--- src/rtl/dma_pkg.sv ---
// Shared types and field layout for the DMA command queue: FSM states,
// descriptor widths and the packing of origin/destination/byte-count.
package dma_pkg;

   localparam int ADDR_W    = 10;
   localparam int CNT_W     = 5;
   localparam int DESC_W    = 2 * ADDR_W + CNT_W;
   localparam int BYTES_LSB = 0;
   localparam int DEST_LSB  = BYTES_LSB + CNT_W;
   localparam int ORIG_LSB  = DEST_LSB + ADDR_W;

   typedef enum logic [2:0] {
      IDLE,
      LOAD,
      START,
      BUSY,
      RETIRE
   } state_t;

   typedef logic [DESC_W-1:0] desc_t;

   function automatic desc_t desc_pack(input logic [ADDR_W-1:0] orig,
                                       input logic [ADDR_W-1:0] dest,
                                       input logic [CNT_W-1:0]  bytes);
      desc_t d;
      d = '0;
      d[ORIG_LSB +: ADDR_W]  = orig;
      d[DEST_LSB +: ADDR_W]  = dest;
      d[BYTES_LSB +: CNT_W]  = bytes;
      return d;
   endfunction

   function automatic logic [ADDR_W-1:0] get_orig(input desc_t d);
      return d[ORIG_LSB +: ADDR_W];
   endfunction

   function automatic logic [ADDR_W-1:0] get_dest(input desc_t d);
      return d[DEST_LSB +: ADDR_W];
   endfunction

   function automatic logic [CNT_W-1:0] get_bytes(input desc_t d);
      return d[BYTES_LSB +: CNT_W];
   endfunction

endpackage

--- src/rtl/dma_cmd_queue_if.sv ---
// Host descriptor push port plus the DMA load/start handshake, bundled so the
// queue and its environment share one connection point.
interface dma_cmd_queue_if;
   import dma_pkg::*;

   logic              desc_valid;
   logic              desc_ready;
   logic [ADDR_W-1:0] desc_orig;
   logic [ADDR_W-1:0] desc_dest;
   logic [CNT_W-1:0]  desc_bytes;

   logic [ADDR_W-1:0] dma_orig;
   logic [ADDR_W-1:0] dma_dest;
   logic [CNT_W-1:0]  dma_bytes;
   logic              dma_load;
   logic              dma_start;
   logic              dma_ack;
   logic              dma_int;

   // master: host + DMA engine side; slave: the command queue itself
   modport master (
      output desc_valid, desc_orig, desc_dest, desc_bytes, dma_ack, dma_int,
      input  desc_ready, dma_orig, dma_dest, dma_bytes, dma_load, dma_start
   );

   modport slave (
      input  desc_valid, desc_orig, desc_dest, desc_bytes, dma_ack, dma_int,
      output desc_ready, dma_orig, dma_dest, dma_bytes, dma_load, dma_start
   );

endinterface

--- src/rtl/dma_desc_fifo.sv ---
// Synchronous descriptor FIFO with a registered head output; a push into the
// slot about to become the head is forwarded so the head is valid immediately.
module dma_desc_fifo
   import dma_pkg::*;
#(
   parameter int DEPTH = 4
) (
   input  logic                   clk,
   input  logic                   rst,
   input  logic                   push,
   input  desc_t                  push_data,
   input  logic                   pop,
   output desc_t                  head,
   output logic [$clog2(DEPTH):0] level,
   output logic                   full,
   output logic                   empty
);
   localparam int PTR_W = $clog2(DEPTH);
   localparam int LVL_W = PTR_W + 1;

   desc_t             mem [DEPTH];
   desc_t             head_reg;
   logic [PTR_W-1:0]  wr_ptr_reg;
   logic [PTR_W-1:0]  rd_ptr_reg;
   logic [PTR_W-1:0]  rd_ptr_next;
   logic [LVL_W-1:0]  level_reg;
   logic              do_push;
   logic              do_pop;

   assign full        = (level_reg == LVL_W'(DEPTH));
   assign empty       = (level_reg == '0);
   assign do_push     = push && !full;
   assign do_pop      = pop && !empty;
   assign rd_ptr_next = do_pop ? rd_ptr_reg + PTR_W'(1) : rd_ptr_reg;

   always_ff @(posedge clk) begin
      if (do_push) begin
         mem[wr_ptr_reg] <= push_data;
      end
   end

   // Head register reads the slot that will be the head after this edge.
   always_ff @(posedge clk) begin
      if (!rst) begin
         head_reg <= '0;
      end else if (do_push && (wr_ptr_reg == rd_ptr_next)) begin
         head_reg <= push_data;
      end else begin
         head_reg <= mem[rd_ptr_next];
      end
   end

   always_ff @(posedge clk) begin
      if (!rst) begin
         wr_ptr_reg <= '0;
         rd_ptr_reg <= '0;
         level_reg  <= '0;
      end else begin
         rd_ptr_reg <= rd_ptr_next;
         if (do_push) begin
            wr_ptr_reg <= wr_ptr_reg + PTR_W'(1);
         end
         case ({do_push, do_pop})
            2'b10:   level_reg <= level_reg + LVL_W'(1);
            2'b01:   level_reg <= level_reg - LVL_W'(1);
            default: level_reg <= level_reg;
         endcase
      end
   end

   assign head  = head_reg;
   assign level = level_reg;

endmodule

--- src/rtl/dma_cmd_queue.sv ---
// Command queue front-end for the DMA engine: buffers host descriptors and
// walks each one through load/start/interrupt, with a per-command watchdog.
module dma_cmd_queue
   import dma_pkg::*;
#(
   parameter int DEPTH   = 4,
   parameter int TIMEOUT = 255
) (
   input  logic                   clk,
   input  logic                   rst,
   dma_cmd_queue_if.slave         bus,
   output logic                   busy,
   output logic [7:0]             done_cnt,
   output logic                   err,
   input  logic                   err_clr,
   output logic [$clog2(DEPTH):0] fifo_level
);
   state_t     state_reg;
   state_t     state_next;
   logic [7:0] wdog_reg;
   logic [7:0] done_cnt_reg;
   logic       err_reg;
   logic       dma_load_reg;
   logic       dma_start_reg;
   desc_t      desc_reg;

   desc_t      push_desc;
   desc_t      fifo_head;
   logic       fifo_empty;
   logic       fifo_full;
   logic       fifo_pop;
   logic       capture;
   logic       retire;
   logic       timeout;
   logic       wdog_hit;
   logic       ack_taken;
   logic       wdog_run;

   assign push_desc = desc_pack(bus.desc_orig, bus.desc_dest, bus.desc_bytes);

   dma_desc_fifo #(
      .DEPTH (DEPTH)
   ) u_fifo (
      .clk       (clk),
      .rst       (rst),
      .push      (bus.desc_valid),
      .push_data (push_desc),
      .pop       (fifo_pop),
      .head      (fifo_head),
      .level     (fifo_level),
      .full      (fifo_full),
      .empty     (fifo_empty)
   );

   assign wdog_hit  = (wdog_reg == 8'(TIMEOUT - 1));
   // An ack only counts as a response once load is actually being driven.
   assign ack_taken = bus.dma_ack && dma_load_reg;

   always_comb begin
      state_next = state_reg;
      fifo_pop   = 1'b0;
      capture    = 1'b0;
      retire     = 1'b0;
      timeout    = 1'b0;
      case (state_reg)
         IDLE: begin
            if (!fifo_empty) begin
               capture    = 1'b1;
               state_next = (get_bytes(fifo_head) == '0) ? RETIRE : LOAD;
            end
         end
         LOAD: begin
            if (ack_taken) begin
               state_next = START;
            end else if (wdog_hit) begin
               timeout    = 1'b1;
               fifo_pop   = 1'b1;
               state_next = IDLE;
            end
         end
         START: begin
            state_next = BUSY;
         end
         BUSY: begin
            if (bus.dma_int) begin
               state_next = RETIRE;
            end else if (wdog_hit) begin
               timeout    = 1'b1;
               fifo_pop   = 1'b1;
               state_next = IDLE;
            end
         end
         RETIRE: begin
            fifo_pop   = 1'b1;
            retire     = 1'b1;
            state_next = IDLE;
         end
         default: begin
            state_next = IDLE;
         end
      endcase
   end

   // Watchdog restarts on every state change and only advances while waiting.
   assign wdog_run = (state_next == state_reg) &&
                     ((state_reg == LOAD) || (state_reg == BUSY));

   always_ff @(posedge clk) begin
      if (!rst) begin
         state_reg     <= IDLE;
         wdog_reg      <= '0;
         done_cnt_reg  <= '0;
         err_reg       <= 1'b0;
         dma_load_reg  <= 1'b0;
         dma_start_reg <= 1'b0;
         desc_reg      <= '0;
      end else begin
         state_reg     <= state_next;
         wdog_reg      <= wdog_run ? wdog_reg + 8'd1 : 8'd0;
         dma_load_reg  <= (state_reg == LOAD) && (state_next == LOAD);
         dma_start_reg <= (state_reg == LOAD) && (state_next == START);
         if (capture) begin
            desc_reg <= fifo_head;
         end
         if (retire) begin
            done_cnt_reg <= done_cnt_reg + 8'd1;
         end
         if (timeout) begin
            err_reg <= 1'b1;
         end else if (err_clr) begin
            err_reg <= 1'b0;
         end
      end
   end

   assign bus.desc_ready = !fifo_full;
   assign bus.dma_orig   = get_orig(desc_reg);
   assign bus.dma_dest   = get_dest(desc_reg);
   assign bus.dma_bytes  = get_bytes(desc_reg);
   assign bus.dma_load   = dma_load_reg;
   assign bus.dma_start  = dma_start_reg;

   assign busy     = (state_reg != IDLE) || !fifo_empty;
   assign done_cnt = done_cnt_reg;
   assign err      = err_reg;

endmodule

--- src/flat_wrapper.sv ---
// flat-port wrapper written by rule: the top's interface ports become plain ports
module dma_cmd_queue_flat import dma_pkg::*;
#(
   parameter int DEPTH   = 4,
   parameter int TIMEOUT = 255
)
  (clk, rst, busy, done_cnt, err, err_clr, fifo_level, bus_desc_valid, bus_desc_orig, bus_desc_dest, bus_desc_bytes, bus_dma_ack, bus_dma_int, bus_desc_ready, bus_dma_orig, bus_dma_dest, bus_dma_bytes, bus_dma_load, bus_dma_start);
  dma_cmd_queue_if bus_i ();
  input  logic clk;
  input  logic rst;
  output logic busy;
  output logic [7:0] done_cnt;
  output logic err;
  input  logic err_clr;
  output logic [$clog2(DEPTH):0] fifo_level;
  input wire logic [$bits(bus_i.desc_valid)-1:0] bus_desc_valid;
  input wire logic [$bits(bus_i.desc_orig)-1:0] bus_desc_orig;
  input wire logic [$bits(bus_i.desc_dest)-1:0] bus_desc_dest;
  input wire logic [$bits(bus_i.desc_bytes)-1:0] bus_desc_bytes;
  input wire logic [$bits(bus_i.dma_ack)-1:0] bus_dma_ack;
  input wire logic [$bits(bus_i.dma_int)-1:0] bus_dma_int;
  output wire logic [$bits(bus_i.desc_ready)-1:0] bus_desc_ready;
  output wire logic [$bits(bus_i.dma_orig)-1:0] bus_dma_orig;
  output wire logic [$bits(bus_i.dma_dest)-1:0] bus_dma_dest;
  output wire logic [$bits(bus_i.dma_bytes)-1:0] bus_dma_bytes;
  output wire logic [$bits(bus_i.dma_load)-1:0] bus_dma_load;
  output wire logic [$bits(bus_i.dma_start)-1:0] bus_dma_start;
  assign bus_i.desc_valid = bus_desc_valid;
  assign bus_i.desc_orig = bus_desc_orig;
  assign bus_i.desc_dest = bus_desc_dest;
  assign bus_i.desc_bytes = bus_desc_bytes;
  assign bus_i.dma_ack = bus_dma_ack;
  assign bus_i.dma_int = bus_dma_int;
  assign bus_desc_ready = bus_i.desc_ready;
  assign bus_dma_orig = bus_i.dma_orig;
  assign bus_dma_dest = bus_i.dma_dest;
  assign bus_dma_bytes = bus_i.dma_bytes;
  assign bus_dma_load = bus_i.dma_load;
  assign bus_dma_start = bus_i.dma_start;
  dma_cmd_queue #(.DEPTH(DEPTH), .TIMEOUT(TIMEOUT)) u_core (.clk(clk), .rst(rst), .bus(bus_i), .busy(busy), .done_cnt(done_cnt), .err(err), .err_clr(err_clr), .fifo_level(fifo_level));
endmodule
--- config.mk ---
export PLATFORM = sky130hd
export DESIGN_NAME = dma_cmd_queue_flat
export DESIGN_NICKNAME = d
export VERILOG_FILES = /design/src/rtl/dma_pkg.sv /design/src/rtl/dma_cmd_queue_if.sv /design/src/rtl/dma_desc_fifo.sv /design/src/rtl/dma_cmd_queue.sv /design/src/flat_wrapper.sv
export SDC_FILE = /design/constraint.sdc
export NUM_CORES = 1
export LEC_CHECK = 0
export ABC_AREA = 1
export BUFFER_PORTS_ARGS = -buffer_cell sky130_fd_sc_hd__buf_4
export CAP_MARGIN = 20
export CORE_ASPECT_RATIO = 0.8
export CORE_MARGIN = 10
export CORE_UTILIZATION = 59
export CTS_CLUSTER_DIAMETER = 60
export DETAILED_ROUTE_END_ITERATION = 8
export PLACE_DENSITY = 0.88
export SYNTH_ARGS = -nofsm -noshare
export SYNTH_HDL_FRONTEND = slang
export SYNTH_SLANG_ARGS = --single-unit
export TNS_END_PERCENT = 100
--- constraint.sdc ---
create_clock -name clk -period 3.05 [get_ports clk]
set_input_delay 0.1525 -clock clk [delete_from_list [all_inputs] [get_ports clk]]
set_output_delay 0.1525 -clock clk [all_outputs]
set_load 0.01 [all_outputs]
==> results of run 1 <==
-- cells in the mapped netlist --
cell	number	share of area
a21oi_1	20	0.014
a21oi_4	1	0.0022
a22oi_1	1	0.0010
a311oi_1	1	0.0012
a31oi_1	1	0.00085
buf_1	5	0.0025
buf_2	9	0.0061
buf_6	1	0.0015
clkbuf_1	21	0.011
clkinv_1	1	0.00051
clkinv_4	1	0.0012
dfxtp_1	79	0.21
edfxtp_1	100	0.41
fa_1	1	0.0027
ha_1	8	0.014
inv_1	78	0.040
inv_2	1	0.00051
nand2_1	160	0.081
nand2_2	3	0.0025
nand2_4	4	0.0061
nand3_1	43	0.029
nand3_2	1	0.0014
nand3_4	1	0.0024
nand3b_1	14	0.014
nand4_1	27	0.023
nor2_1	136	0.069
nor2_2	3	0.0025
nor3_1	8	0.0054
nor3b_1	2	0.0020
nor4_1	3	0.0025
o21a_1	1	0.0010
o21ai_0	52	0.035
xnor2_1	2	0.0024
xor2_1	3	0.0036
-- area by class of cell --
| type | count | area, µm² |
|---|---|---|
| clock inverter | 13 | 158.9 |
| clock buffer | 19 | 432.9 |
| timing repair buffer | 111 | 910.9 |
| fill | 817 | 3229 |
| sequential | 179 | 4584 |
| multi-input combinational | 496 | 2367 |
| tap | 171 | 214.0 |
| inverter | 81 | 309.0 |
-- placed cells by master, fill, tap and decap left out, types with 2 or more instances in the layout --
master and instances:
clkbuf_16 17, a21oi_1 20, xnor2_1 2, inv_6 2
o21ai_0 52, edfxtp_1 100, nor2_1 131, nand3_1 43
clkbuf_1 2, nor3_1 8, bufinv_16 3, inv_1 78
dlygate4sd3_1 26, dfxtp_1 79, ha_1 8, nor2_2 8
clkinv_4 4, nand3b_1 14, xor2_1 3, nand2_2 3
nor4_1 3, clkinv_1 3, clkinv_2 2, nand4_1 27
nand2_4 4, buf_4 84, nand2_1 160, nor3b_1 2
-- power by group through the flow --
stage | Combinational [mW] | Sequential, mW | Clock (mW)
2_1_floorplan | 0.367 | 2.87 | 0
3_3_place_gp | 0.670 | 2.84 | 0
3_5_place_dp | 0.693 | 2.85 | 0
4_1_cts | 0.732 | 2.80 | 2.20
5_1_grt | 0.812 | 2.82 | 2.30
6_report | 0.732 | 2.80 | 2.20
-- cells by family (layout without fill, tap and decap cells) --
group                    Yosys count  in the layout
AND/OR/NAND/NOR                  405            405
buffers and inverters            117            224
XOR/XNOR                           5              5
AO/OA/AOI/OAI                     77             77
adder cells (fa/ha/maj)            9              9
flip-flops                       179            179
-- metal layers --
| metal | routed length [µm] | track usage | up-vias | share of wire |
|---|---|---|---|---|
| met2 | 8853 | 0.3477 | 281 | 0.49 |
| li1 | - | - | 2792 | - |
| met3 | 1489 | 0.05367 | 37 | 0.082 |
| met1 | 7492 | 0.2506 | 2736 | 0.41 |
| met4 | 316 | 0.07566 | 0 | 0.017 |
| met5 | 0 | 0 | - | 0 |
-- through the flow --
stage / utilization / worst slack (ns) / hold slack [ns] / power (mW)
3_5_place_dp: 0.6656 / 0.6239 / 0.3662 / 3.544
6_report: 0.7354 / 0.4095 / 0.03801 / 5.739
4_1_cts: 0.7354 / 0.4667 / 0.01593 / 5.738
2_1_floorplan: - / 0.6650 / 0.2514 / 3.233
5_1_grt: 0.7354 / 0.2477 / 0.04645 / 5.933
3_3_place_gp: 0.6656 / 0.7485 / 0.3633 / 3.514
-- path summary, 6_finish.rpt --
| path | start | to | slack (ns) | depth (start not counted) |
|---|---|---|---|---|
| worst max-delay path | u_core.u_fifo.level[2]$_SDFFE_PN0P_ | u_core.u_fifo.head[23]$_SDFF_PN0_ | 0.41 | 8 |
| worst min-delay path | err_clr | u_core.err$_SDFFE_PN0P_ | 0.04 | 4 |
| worst max register to register | u_core.u_fifo.level[2]$_SDFFE_PN0P_ | u_core.u_fifo.head[23]$_SDFF_PN0_ | 0.41 | 8 |
| worst min register to register | u_core.u_fifo.head[10]$_SDFF_PN0_ | u_core.desc_reg[10]$_SDFFE_PN0P_ | 0.46 | 2 |
-- worst max-delay path, delay by kind of cell, from the launching register on --
| kind | cells | cell delay (ns) |
|---|---|---|
| buffers and inverters | 1 | 0.36 |
| flip-flops | 1 | 0.33 |
| AND/OR/NAND/NOR | 6 | 1.59 |
| AO/OA/AOI/OAI | 1 | 0.26 |
-- repair_timing --
action / 4_1_cts / 5_1_grt
resized for setup: 0 / 0
hold endpoints to repair: 101 / 0
hold buffers: 26 / 0
setup buffers: 0 / 0
==> results.md, run 1 <==
- Status: complete, no violations
- PD cells: 639.3 nW/µm²
- Crit-path max cell delay: 0.58 ns
- Synth Area in Compound Gates: 0.05494
- Maximum VDD drop: 0.4494 mV
- Sink Count: ~180
- Global-route wire length before repair: slightly below 30,000 µm
- Worst hold-check path type: input port to register
- Rows: 36
- Detailed router's first-iteration violation count: between 700 and 800
- Fin crit period: 2.641 ns
- CTS HTree Levels: 4
- Slew HR: 0.4713
- Die Footprint: 17,450 µm²
- Avg Cell Area, Syn: 9.346 µm²
- RSZ-0062 raised after global routing: no
- Area Overhead vs Synth: 21.28%
- Layout cells sized above 1: 0.1479
- Fin. Hold Viols: 0
- WS Path Type: register to register
- Sequential Power Share: 0.489
- Die H: 120.2 µm
- Largest net degree at the start of global routing: 53
- Fin crit share: 0.8657
- Total CTS buffers: 17
- Flops & latches, synth: 179
- Switch share: 0.2525
- Port Buffers: 71
- Cell mode on critical path: nand3_1
- Setup TNS: 0 ns
- Adder-cell share of the synthesized area: 0.01623
- WL/cell: around 17 µm
- Clock tree root driver cell: clkbuf_16
- Die W: 145.2 µm
- Largest family of logic cells by synthesized area: simple AND/OR/NAND/NOR gates
- I/O pin total: 72
- Vias post-DR: 5,846
- Slew Viols, Final: 0
- Post-DP HPWL: 10,950 µm
- Post-Synth Simple-Gate Area: 0.2410
- Fin cells: 1,070
- Detailed Routing Iterations Pass 1: 7
- Multiplexer share of the synthesized area: 0
- Setup crit end kind: register
- Clock share of power: 0.384
- Worst Tran Pin Value: 0.7922 ns
- Crit-path slowest cell: nor3_1
- Vias per cell: 5.464
- Leakage: 3.843 nW
- Core area: ~12,000 µm²
- Power share of the combinational group: 0.128
- CP Cell Sequence: nor3_1, nor2_1, nand3_1, nand3_1, nand2_1, buf_4, nand4_1, a21oi_1
- Post-DRT Antenna Nets: 0
- Clk_lat worst skew: 0.43 ns
- GPL Wtd Cong: 0.8451
- Antenna diodes: 0
- Syn Inst Count: approximately 790
- Crit path required time: 3.39 ns
- Arrival @ worst endpoint: 2.98 ns
- Max-cap violations: 0
- Number of flip-flops in the largest register: 100
- Fmax: 378.7 MHz
- Clock Path Buffers: 2
- Setup violations, final: 0
- Placed cells: slightly above 1k
- Initial Utilization: 0.6064
- Total Routing Usage GR: 0.2055
- Distinct cells, synth: 34
- Startpoint Class: register
- Xor/xnor share of the synthesized area: 0.005916
- Drt total wl: 18,150 µm
- Post-route cell area: 8977 µm²
- Vias in the first global route: a little under 6k
- CTS clk-pin slew, worst paths: approximately 0.070 ns
- Clk_skew: between 0.009 and 0.01 ns
- Max FO, Critical Path: 19
- Initial antenna violation count: 0
- Post-synthesis sequential area ratio: 0.6193
- Yosys warning total: 0
- DRC viols: 0
- Post-Syn Nets: about 830
- Post-DP Area: 8125 µm²
- Final Net Count: 926
- Synth Cell Area: 7402 µm²
- Net Sw Power: 1.449 mW
- Gr ovfl total: 0
- CTS tree: built
- Int Pwr: 4.290 mW
Power figures use the tool's default switching activity.
==> run 2, diff against run 1 <==
Settings changed: CORE_UTILIZATION 59 to 60, PLACE_DENSITY 0.88 to 0.89.
Clock period 3.05 ns to 3.4 ns, I/O delays scaled along.
==> results.md, run 2 (synthesis results as in run 1) <==
- Status: complete, no violations
- Global routing usage on met1: 0.2576 (+0.006970)
- Setup crit end kind: register
- Buf+Inv Stages, Crit Path: 1 (unchanged)
- Fin. Hold Viols: 0 (unchanged)
- Clock tree root driver cell: clkbuf_16
- GPL Wtd Cong: 0.8302 (-1.8%)
- Fin cells: 1,049 (-2.0%)
- Setup violations, final: 0 (unchanged)
- Total Routing Usage GR: 0.2067 (+0.001158)
- Arrival @ worst endpoint: 3.14 ns (+0.16 ns)
- Clock Path Buffers: 2 (unchanged)
- Die Footprint: 17,210 µm² (-1.4%)
- Vias per cell: 5.602 (+2.5%)
- Drt total wl: 17,750 µm (-2.2%)
- Global-route wire length before repair: 28,160 µm (-3.5%)
- Antenna diodes: 0 (unchanged)
- Most frequent cells in the layout: nand2_1, nor2_1, edfxtp_1, buf_4, dfxtp_1
- Placed cells: 992 (-2.0%)
- Max FO, Critical Path: 24 (+5)
- Initial antenna violation count: 0 (unchanged)
- Die W: 144.2 µm (-0.72%)
- Detailed Routing Iterations Pass 1: 7 (unchanged)
- Crit-path max cell delay: 0.62 ns (+0.04 ns)
- Rows: 36 (unchanged)
- GRT busiest layer: met2
- Worst hold-check path type: input port to register
- I/O pin total: 72 (unchanged)
- Worst Slack Setup Final: 0.5792 ns (+0.1698 ns)
- Seq. cell area: 4584 µm² (unchanged)
- Vias in the first global route: 5,587 (-3.8%)
- Area occupied by multi-input gates: 2367 µm² (unchanged)
- Fin crit share: 0.8296 (-0.03611)
- Post-DP HPWL: 10,420 µm (-4.9%)
- Met3 GRT Util: 0.05878 (+0.005106)
- Final Net Count: 924 (-0.22%)
- RSZ-0062 raised after global routing: no
- Fin crit period: 2.821 ns (+0.1802 ns)
- Number of flip-flops in the largest register: 100 (unchanged)
- Core area: 12,120 µm² (-0.74%)
- Detailed router's first-iteration violation count: 682 (-5.7%)
- Largest net degree at the start of global routing: 70 (+32%)
- Post-CTS setup buffers: 0 (unchanged)
- Layout cells sized above 1: 0.1505 (+0.002560)
- Post-route cell area: 8925 µm² (-0.59%)
- Area Overhead vs Synth: 20.57%
- Slew HR: 0.3783 (-0.09298)
- Fmax: 354.5 MHz (-6.4%)
- Port Buffers: 71 (unchanged)
- Die H: 119.3 µm (-0.70%)
- Clk_skew: 0.008265 ns (-0.001582 ns)
- Worst Tran Pin Value: 0.9268 ns (+0.1346 ns)
- Cell mode on critical path: nor2_1
- Leakage: 3.844 nW (about the same)
- Final hold slack: 0.02809 ns (-0.009927 ns)
- Post-DP Area: 8082 µm² (-0.54%)
- DRC viols: 0 (unchanged)
- Initial Utilization: 0.6109 (+0.004509)
- Post-DRT Antenna Nets: 0 (unchanged)
- DP Worst Slack: 0.7613 ns (+0.1374 ns)
- Sink Count: 179 (unchanged)
- WL/cell: 16.92 µm (-0.29%)
- Total power: 5.124 mW (-11%)
- WS Path Type: register to register
- Clk_lat worst skew: 0.43 ns (about the same)
- CTS clk-pin slew, worst paths: 0.07 ns (about the same)
- PD cells: 574.1 nW/µm² (-10%)
- CP Cell Sequence: nor3_1, nor2_1, nand2_4, nand3_2, nand3_4, clkinv_4, nor2_1, nor2_1
- Gr ovfl total: 0 (unchanged)
- CTS HTree Levels: 4 (unchanged)
- Most common cell after layout, fill and taps aside: nand2_1
- Max-cap violations: 0 (unchanged)
- Crit path required time: 3.72 ns (+0.33 ns)
- Slew Viols, Final: 0 (unchanged)
- Startpoint Class: register
- Vias post-DR: 5,877 (+0.53%)
- Global routing usage on met2: 0.3358 (-0.01182)
- Setup TNS: 0 ns (unchanged)
- Total CTS buffers: 17 (unchanged)
- Final Util: 0.7366 (+0.001131)
- CTS tree: built
- Maximum VDD drop: 0.4271 mV (-5.0%)
- FILL cells: 787 (-3.7%)
- Crit path max-delay family: simple AND/OR/NAND/NOR gates
- Crit-path slowest cell: nor3_1
==> run 2: final cells by class <==
cell class	count	area share
Clock buffer	21	0.05397
Clock inverter	11	0.01248
Inverter	81	0.03463
Multi-Input combinational cell	496	0.2652
Sequential cell	179	0.5137
Tap cell	152	0.02131
Timing Repair Buffer	109	0.09870
==> run 2: final timing paths <==
path,start,endpoint,slack (ns),cells past startpoint
hold reg to reg,u_core.u_fifo.head[10]$_SDFF_PN0_,u_core.desc_reg[10]$_SDFFE_PN0P_,0.46,2
setup / recovery,u_core.u_fifo.level[2]$_SDFFE_PN0P_,u_core.u_fifo.head[22]$_SDFF_PN0_,0.58,8
setup reg to reg,u_core.u_fifo.level[2]$_SDFFE_PN0P_,u_core.u_fifo.head[22]$_SDFF_PN0_,0.58,8
hold / removal,err_clr,u_core.err$_SDFFE_PN0P_,0.03,4
==> run 2: tightest hold or removal path: stages <==
cell and delay, ns:
buf_4 0.08, inv_1 0.03, nand2_1 0.06, a21oi_1 0.07
==> run 2: layer usage <==
metal	wire (µm)	share of wire
met5	0	0
met4	200	0.011
met3	1448	0.082
met2	8680	0.49
met1	7415	0.42
==> run 2: where the power goes <==
group	internal [mW]	switching, mW	total [mW]
combinational	0.246	0.410	0.655
clock	1.11	0.846	1.96
sequential	2.44	0.0675	2.51
==> run 2: timing repair <==
item                      CTS  global route
gates resized for setup     0             0
hold buffers               25             0
hold endpoints to repair  100             0
